## src/rtl/traffic_slot_memory.sv

```systemverilog
// Per-slot traffic store: live count/rank arrays with saturating accumulate, a registered read
// port, whole-array rank load and a snapshot dump streamed over valid/ready.
module traffic_slot_memory #(
  parameter int unsigned NUM_SLOTS = 24,
  parameter int unsigned DATA_W    = 15,
  parameter int unsigned RANK_W    = 5,
  localparam int unsigned SLOT_W   = (NUM_SLOTS > 1) ? $clog2(NUM_SLOTS) : 1
) (
  input  logic                          clk,
  input  logic                          reset,
  input  logic                          acc_valid,
  input  logic                          acc_mode,
  input  logic [SLOT_W-1:0]             acc_slot,
  input  logic [DATA_W-1:0]             acc_data,
  input  logic                          rank_wr,
  input  logic [NUM_SLOTS*RANK_W-1:0]   rank_data,
  input  logic [SLOT_W-1:0]             rd_slot,
  output logic [DATA_W-1:0]             rd_data,
  input  logic                          dump_start,
  output logic                          dump_busy,
  output logic                          dump_valid,
  input  logic                          dump_ready,
  output logic [SLOT_W-1:0]             dump_slot,
  output logic [DATA_W-1:0]             dump_data,
  output logic [RANK_W-1:0]             dump_rank,
  output logic                          sat_flag,
  output logic                          err_flag
);

  typedef enum logic [1:0] {StIdle, StLoad, StStream} dump_state_e;

  localparam logic [SLOT_W:0]   NumSlotsExt = (SLOT_W + 1)'(NUM_SLOTS);
  localparam logic [SLOT_W-1:0] LastSlot    = SLOT_W'(NUM_SLOTS - 1);
  localparam logic [DATA_W-1:0] CountMax    = '1;

  logic [DATA_W-1:0] cnt_q       [NUM_SLOTS];
  logic [DATA_W-1:0] cnt_d       [NUM_SLOTS];
  logic [RANK_W-1:0] rank_q      [NUM_SLOTS];
  logic [RANK_W-1:0] rank_d      [NUM_SLOTS];
  logic [DATA_W-1:0] snap_cnt_q  [NUM_SLOTS];
  logic [RANK_W-1:0] snap_rank_q [NUM_SLOTS];

  logic [DATA_W-1:0] rd_data_q;
  logic              sat_q, sat_d;
  logic              err_q, err_d;
  dump_state_e       state_q, state_d;
  logic [SLOT_W-1:0] idx_q, idx_d;
  logic              snap_load;

  logic              acc_in_range;
  logic              rd_in_range;
  logic [DATA_W-1:0] acc_cur;
  logic [DATA_W:0]   acc_sum;
  logic [DATA_W-1:0] acc_result;

  assign acc_in_range = {1'b0, acc_slot} < NumSlotsExt;
  assign rd_in_range  = {1'b0, rd_slot} < NumSlotsExt;

  // Live array next state; the snapshot copies this so a same-cycle update lands in the dump.
  always_comb begin
    cnt_d   = cnt_q;
    rank_d  = rank_q;
    sat_d   = sat_q;
    err_d   = err_q;
    acc_cur = '0;
    if (acc_in_range) begin
      acc_cur = cnt_q[acc_slot];
    end
    acc_sum    = {1'b0, acc_cur} + {1'b0, acc_data};
    acc_result = acc_data;
    if (acc_mode) begin
      acc_result = acc_sum[DATA_W] ? CountMax : acc_sum[DATA_W-1:0];
    end
    if (acc_valid) begin
      if (acc_in_range) begin
        cnt_d[acc_slot] = acc_result;
        sat_d           = sat_q | (acc_mode & acc_sum[DATA_W]);
      end else begin
        err_d = 1'b1;
      end
    end
    if (rank_wr) begin
      for (int i = 0; i < NUM_SLOTS; i++) begin
        rank_d[i] = rank_data[i*RANK_W +: RANK_W];
      end
    end
  end

  always_comb begin
    state_d   = state_q;
    idx_d     = idx_q;
    snap_load = 1'b0;
    unique case (state_q)
      StIdle: begin
        if (dump_start) begin
          state_d = StLoad;
        end
      end
      StLoad: begin
        snap_load = 1'b1;
        idx_d     = '0;
        state_d   = StStream;
      end
      StStream: begin
        if (dump_ready) begin
          if (idx_q == LastSlot) begin
            state_d = StIdle;
          end else begin
            idx_d = idx_q + SLOT_W'(1);
          end
        end
      end
      default: state_d = StIdle;
    endcase
  end

  always_ff @(posedge clk) begin
    if (reset) begin
      for (int i = 0; i < NUM_SLOTS; i++) begin
        cnt_q[i]       <= '0;
        rank_q[i]      <= '0;
        snap_cnt_q[i]  <= '0;
        snap_rank_q[i] <= '0;
      end
      rd_data_q <= '0;
      sat_q     <= 1'b0;
      err_q     <= 1'b0;
      state_q   <= StIdle;
      idx_q     <= '0;
    end else begin
      cnt_q  <= cnt_d;
      rank_q <= rank_d;
      if (snap_load) begin
        snap_cnt_q  <= cnt_d;
        snap_rank_q <= rank_d;
      end
      // Reads the pre-update array, so a same-cycle write is not forwarded.
      rd_data_q <= rd_in_range ? cnt_q[rd_slot] : '0;
      sat_q     <= sat_d;
      err_q     <= err_d;
      state_q   <= state_d;
      idx_q     <= idx_d;
    end
  end

  assign rd_data    = rd_data_q;
  assign sat_flag   = sat_q;
  assign err_flag   = err_q;
  assign dump_busy  = (state_q != StIdle);
  assign dump_valid = (state_q == StStream);
  assign dump_slot  = idx_q;
  assign dump_data  = snap_cnt_q[idx_q];
  assign dump_rank  = snap_rank_q[idx_q];

endmodule
```

## config.mk

```make
export PLATFORM = sky130hd
export DESIGN_NAME = traffic_slot_memory
export DESIGN_NICKNAME = d
export VERILOG_FILES = /design/src/rtl/traffic_slot_memory.sv
export SDC_FILE = /design/constraint.sdc
export NUM_CORES = 2
export LEC_CHECK = 0
export BUFFER_PORTS_ARGS = -buffer_cell sky130_fd_sc_hd__buf_2
export CAP_MARGIN = 5
export CORE_MARGIN = 2
export CORE_UTILIZATION = 55
export DETAILED_ROUTE_END_ITERATION = 12
export PLACE_DENSITY = 0.75
export SLEW_MARGIN = 20
export SYNTH_ARGS = -nofsm -noshare
export SYNTH_HDL_FRONTEND = slang
export SYNTH_SLANG_ARGS = --single-unit
```

## constraint.sdc

```tcl
create_clock -name clk -period 5.03 [get_ports clk]
set_input_delay 0.7545 -clock clk [delete_from_list [all_inputs] [get_ports clk]]
set_output_delay 0.7545 -clock clk [all_outputs]
set_load 0.03 [all_outputs]
```

* After elaboration in Yosys (flattened, before gate mapping)
Cells that the tools add are included.
Word-level totals: output and inout port bits 44, register bits after elaboration 984
Operators by class: reduce and logical (&&, ||, !) cells 9, add/sub/neg operators 2, muxes and demuxes 29, equal/unequal tests 7, order comparisons 6, bitwise gates (word level) 7
Operators by type and width (count):
- 360-bit 2-to-1 mux | 2
- 360-bit bitwise mux | 1
- 15-bit binary-select mux with 5-bit select | 3
- 15-bit 2-to-1 mux | 10
- 120-bit 2-to-1 mux | 1
- 15-bit demux with 5-bit select | 1
- 5-bit binary-select mux with 5-bit select | 1
- 5-bit 2-to-1 mux | 4
- 6-bit >= comparator (second input constant) | 3
- 5-bit inverter with 6-bit output | 3
- 15-bit by 15-bit adder with 16-bit output | 1
- 5-bit less-than comparator (second input constant) | 2
- 5-bit one-hot mux with 2 select lines | 1
- 6-bit by 1-bit less-than comparator with 1-bit output (second input constant) | 1
- 2-bit 2-to-1 mux | 3
- 2-bit one-hot mux with 3 select lines | 1
- 3-bit AND reduction | 2
- 5-bit by 1-bit adder with 5-bit output (second input constant) | 1
- 5-bit == test (second input constant) | 1
- 2-bit by 1-bit != test with 1-bit output (second input constant) | 2
- 2-bit != test (second input constant) | 2
- 2-bit AND reduction | 2
- 2-bit nonzero test | 2
- 2-bit by 1-bit == test with 1-bit output (second input constant) | 1
- 8 further kinds | 9

* Depth between registers and ports, before layout
depth after elaboration 11, gate-level depth with buffers 18, depth with buffers taken out 15

* Worst setup path after synthesis
Ideal clock, no wire load.
kind in2reg, start point input acc_slot[0], end point register snap_cnt_q[132] (netlist bit), stages 18, data arrival time 4949 ps, path slack -53 ps, setup time 134 ps, path through clkbuf_1 > clkbuf_1 > buf_1 > mux4_2 > a22oi_1 > nand3_1 > ha_1 > inv_1 > fa_1 > nor2b_1 > o31a_1 > o41a_1 > o41ai_4 > mux2i_1 > o32a_1 > buf_2 > mux2i_1 > a211oi_1
Between the ends: cells in the longest elaborated chain, start to end 11
RTL lines:
- start: declaration | RTL line 13 | input logic [SLOT_W-1:0] acc_slot,
- 5-bit inverter with 6-bit output (not written as such) | RTL line 67, 76
- 15-bit binary-select mux with 5-bit select | RTL line 67 | acc_cur = cnt_q[acc_slot];
- 15-bit 2-to-1 mux (not written as such) (2 in series) | RTL line 67
- 15-bit 2-to-1 mux | RTL line 66 | if (acc_in_range) begin
- 15-bit by 15-bit adder with 16-bit output | RTL line 69 | acc_sum = {1'b0, acc_cur} + {1'b0, acc_data};
- 15-bit 2-to-1 mux | RTL line 72 | acc_result = acc_sum[DATA_W] ? CountMax : acc_sum[DATA_W-1:0];
- 15-bit 2-to-1 mux | RTL line 71 | if (acc_mode) begin
- 360-bit bitwise mux | RTL line 76 | cnt_d[acc_slot] = acc_result;
- 360-bit 2-to-1 mux * | RTL line 75 | if (acc_in_range) begin
- 360-bit 2-to-1 mux * | RTL line 74 | if (acc_valid) begin
- end signal: assignment | RTL line 134 | snap_cnt_q <= cnt_d;
- end: declaration | RTL line 40 | logic [DATA_W-1:0] snap_cnt_q [NUM_SLOTS];
Every way passes the cells marked *; elsewhere a longest branch is shown, timed or not. The select of a mux whose other input is x is not followed. A chain may end at the register's enable or synchronous reset.

* Worst setup path in the final report
start point input acc_slot[0], end point register snap_cnt_q[58] (netlist bit)
Same word-level chain as after synthesis.

==> impl_metrics.env <==
export IMPL_run_status="complete, no violations"
export IMPL_cts_num_sinks=984
export IMPL_yosysTopAreaCell="sky130_fd_sc_hd__dfxtp_1"
export IMPL_worst_ep_required_time_ps=5590
export IMPL_timing_critical_path_arrival_ps=5110
export IMPL_irDropWorstVdd_v=0.0002972
export IMPL_cts_root_buf="sky130_fd_sc_hd__clkbuf_16"
export IMPL_min_delay_path_class="in -> reg"
export IMPL_clkSlewWorstSetupHoldPaths_ps=60
export IMPL_leakage_power_total_nw=17.88
export IMPL_final_min_period_over_clock_period=0.9029
export IMPL_wire_length_of_the_first_global_routing_pass_um=195300
export IMPL_route_vias_total=33563
export IMPL_max_cap_violations=0
export IMPL_placeableCoreArea_sq_um=77720
export IMPL_fp_dieArea_sq_um=81000
export IMPL_final_cell_mix="980 x sky130_fd_sc_hd__dfxtp_1, 919 x sky130_fd_sc_hd__nor2_1, 341 x sky130_fd_sc_hd__mux2i_1"
export IMPL_place_worst_setup_slack_ps=-132.1
export IMPL_clock_tree_htree_level_count=3
export IMPL_syn_inst=4093
export IMPL_gp_congestion=0.9210
export IMPL_cts_resized=0
export IMPL_syn2layout_area_growth_pct=12.45
export IMPL_synth_area_sq_um=43310
export IMPL_number_of_global_route_vias_before_repair=32236
export IMPL_avgViaCountPerCell=6.441
export IMPL_reg2regPathDepth=12
export IMPL_fmax_ghz=0.2202
export IMPL_avgSynthCellArea_sq_um=10.58
export IMPL_cts_hold_buf=0
export IMPL_grt_ovfl_total=0
export IMPL_postSynthRegisterBits=984
export IMPL_post_route_ant_nets=0
export IMPL_initial_utilization=0.5572
export IMPL_synth_async_sr_flop_share=0
export IMPL_yosys_warnings=0
export IMPL_setup_viol_count_final=0
export IMPL_critical_path_class="in -> reg"
export IMPL_final_layout_size_suffix_gt1_frac=0.2089
export IMPL_clock_path_buffers=3
export IMPL_met1_usage=0.4145
export IMPL_global_route_usage_met3=0.06469
export IMPL_cts_tree="yes"
export IMPL_drt_iter0_drc=4043
export IMPL_finalSetupTns_ps=0
export IMPL_synth_edff_count=0
export IMPL_finalCriticalPeriod_ps=4542
export IMPL_grt_antenna_before_repair=6
export IMPL_timing_critical_path_from_type="input port"
export IMPL_ys_flop_type="sky130_fd_sc_hd__dfxtp_1"
export IMPL_grt_setup_unrepaired="false"
export IMPL_synth_area_leaders="sky130_fd_sc_hd__dfxtp_1 45%, sky130_fd_sc_hd__mux4_2 17%, sky130_fd_sc_hd__nor2_1 8.1%, sky130_fd_sc_hd__mux2i_1 7.9%, sky130_fd_sc_hd__a211oi_1 5.1%"
export IMPL_routed_wirelength_um=129600
export IMPL_report_final_hold_viol_count=0
export IMPL_synth_top_area_frac=0.4549
export IMPL_grt_busiest_layer="met2"
export IMPL_maximum_number_of_pins_on_one_net_before_global_route_repair=226
export IMPL_mostFrequentLayoutCell="sky130_fd_sc_hd__dfxtp_1"
export IMPL_p_per_area_nw_per_um2=358.4
export IMPL_crit_path_max_fanout=23
export IMPL_cts_made_buffers=98
export IMPL_top_level_ports=196
export IMPL_synth_distinct_cells=61
export IMPL_route_detailed_wl_per_inst_um=24.87
export IMPL_die_height_um=284.6
export IMPL_row_count=102
export IMPL_fin_hold_ws_ps=317.2
export IMPL_num_nets_final=4260
export IMPL_die_width_um=284.6
export IMPL_slew_viol_final=0
export IMPL_groute_usage_overall=0.3139
export IMPL_hold_path_depth=2
export IMPL_global_route_usage_met2=0.4819
export IMPL_numPortBuffers=195
export IMPL_post_cts_repair_setup_buffers=0
export IMPL_crit_path_end_kind="flip-flop"
export IMPL_dp_hpwl_um=82630
export IMPL_synth_seq_area_share=0.4549
export IMPL_final_setup_skew_ps=58.20
export IMPL_slew_at_the_pin_closest_to_its_max_slew_limit_ps=1229
export IMPL_detail_route_first_pass_iterations=6
export IMPL_syn_num_nets=4262
export IMPL_drt_drc_violations_left=0
export IMPL_worst_skew_pair_late_latency_ps=710
export IMPL_slew_headroom=0.1804
export IMPL_timing_final_ws_setup_ps=488.3
-- cell usage after synthesis (3+ instances only) --
cell type	n
sky130_fd_sc_hd__a21oi_1	148
sky130_fd_sc_hd__buf_2	25
sky130_fd_sc_hd__dfxtp_1	984
sky130_fd_sc_hd__clkbuf_1	322
sky130_fd_sc_hd__nand2_1	95
sky130_fd_sc_hd__nand3b_1	28
sky130_fd_sc_hd__xor2_1	5
sky130_fd_sc_hd__a31oi_1	10
sky130_fd_sc_hd__nor3_1	25
sky130_fd_sc_hd__buf_1	59
sky130_fd_sc_hd__o22a_1	124
sky130_fd_sc_hd__or2_2	9
sky130_fd_sc_hd__a22oi_1	60
sky130_fd_sc_hd__a211oi_1	297
sky130_fd_sc_hd__a311oi_1	42
sky130_fd_sc_hd__nor2_1	939
sky130_fd_sc_hd__nor2b_1	3
sky130_fd_sc_hd__inv_1	27
sky130_fd_sc_hd__a21o_1	7
sky130_fd_sc_hd__xnor2_1	7
sky130_fd_sc_hd__nand2b_1	3
sky130_fd_sc_hd__and3_1	3
sky130_fd_sc_hd__o21ai_0	29
sky130_fd_sc_hd__mux2i_1	341
sky130_fd_sc_hd__and2_1	4
sky130_fd_sc_hd__nor3b_1	3
sky130_fd_sc_hd__a2111oi_2	8
sky130_fd_sc_hd__o22ai_1	23
sky130_fd_sc_hd__o311ai_0	6
sky130_fd_sc_hd__nand3_1	46
sky130_fd_sc_hd__mux4_2	335
sky130_fd_sc_hd__mux2_2	16
sky130_fd_sc_hd__ha_1	16
sky130_fd_sc_hd__or3_1	5
sky130_fd_sc_hd__a2111oi_0	8
-- where the power goes --
group / total [mW] / internal, mW / switching (mW)
clock network: 7.28 / 4.11 / 3.17
registers: 8.38 / 8.19 / 0.191
logic: 1.79 / 0.743 / 1.05
total: 17.5 / 13.0 / 4.41
-- registers in the layout, indices dropped and copies added, names as in the netlist --
register and flops:
snap_rank_q 120, err_flag 1, cnt_q 360, rank_q 120, rd_data 15, state_q 2, dump_slot 5, snap_cnt_q 360
sat_flag 1
-- kinds of logic (layout without fill, tap and decap cells) --
| group | Yosys count | after routing | synth area share |
|---|---|---|---|
| and+or+nand+nor | 1172 | 1172 | 0.1089 |
| DFF | 984 | 984 | 0.4549 |
| AOI/OAI and AO/OA | 781 | 781 | 0.1326 |
| muxes | 693 | 693 | 0.2575 |
| buffers and inverters | 434 | 510 | 0.03851 |
| adders and majority gates | 17 | 17 | 0.005085 |
| xor gates and xnor gates | 12 | 12 | 0.002427 |
| other | 0 | 2 | 0 |
-- worst paths after layout --
check / from / end / slack (ps)
setup reg to reg: cnt_q[241]$_SDFF_PP0_ / snap_cnt_q[58]$_SDFFE_PP0N_ / 810
hold reg to reg: snap_rank_q[8]$_SDFFE_PP0N_ / snap_rank_q[8]$_SDFFE_PP0N_ / 480
setup / recovery: acc_slot[0] / snap_cnt_q[58]$_SDFFE_PP0N_ / 490
hold / removal: dump_start / state_q[0]$_SDFFE_PP0P_ / 320
-- metrics by stage --
step / cells / cell area, sq um / utilization / power, mW
after floorplan: 4093 / 43310 / - / 9.759
final: 5211 / 48700 / 0.6266 / 17.46
after detailed placement: 5031 / 45450 / 0.5848 / 10.31
after global placement: 5031 / 45450 / 0.5848 / 10.26
after global routing: 5210 / 48700 / 0.6265 / 18.01
after CTS: 5209 / 48690 / 0.6265 / 17.49
-- area by class of cell --
class / instances / area [sq um]
antenna: 2 / 5.005
clock buffer: 148 / 2900
clock inverter: 30 / 341.6
fill: 6075 / 29020
inverter: 27 / 101.3
multi-input combinational: 2675 / 22110
sequential: 984 / 19710
tap: 1040 / 1301
timing repair buffer: 305 / 2223
-- layer usage --
layer	vias up	share of wire
met5	-	0.00032
met4	6	0.064
met3	416	0.10
met2	1769	0.45
met1	16322	0.39
li1	15050	-
-- worst max-delay path, stage by stage --
cell                        delay [ps]
sky130_fd_sc_hd__buf_6             330
sky130_fd_sc_hd__buf_4             320
sky130_fd_sc_hd__mux4_2            540
sky130_fd_sc_hd__a22oi_1           220
sky130_fd_sc_hd__nand3_1           220
sky130_fd_sc_hd__ha_1              540
sky130_fd_sc_hd__nand3_1           180
sky130_fd_sc_hd__or3_1             410
sky130_fd_sc_hd__o21ai_0           370
sky130_fd_sc_hd__nor2_1            100
sky130_fd_sc_hd__mux2_4            320
sky130_fd_sc_hd__a21o_4            310
sky130_fd_sc_hd__a2111oi_0         450
No activity file was read; power rests on OpenSTA's default activity.
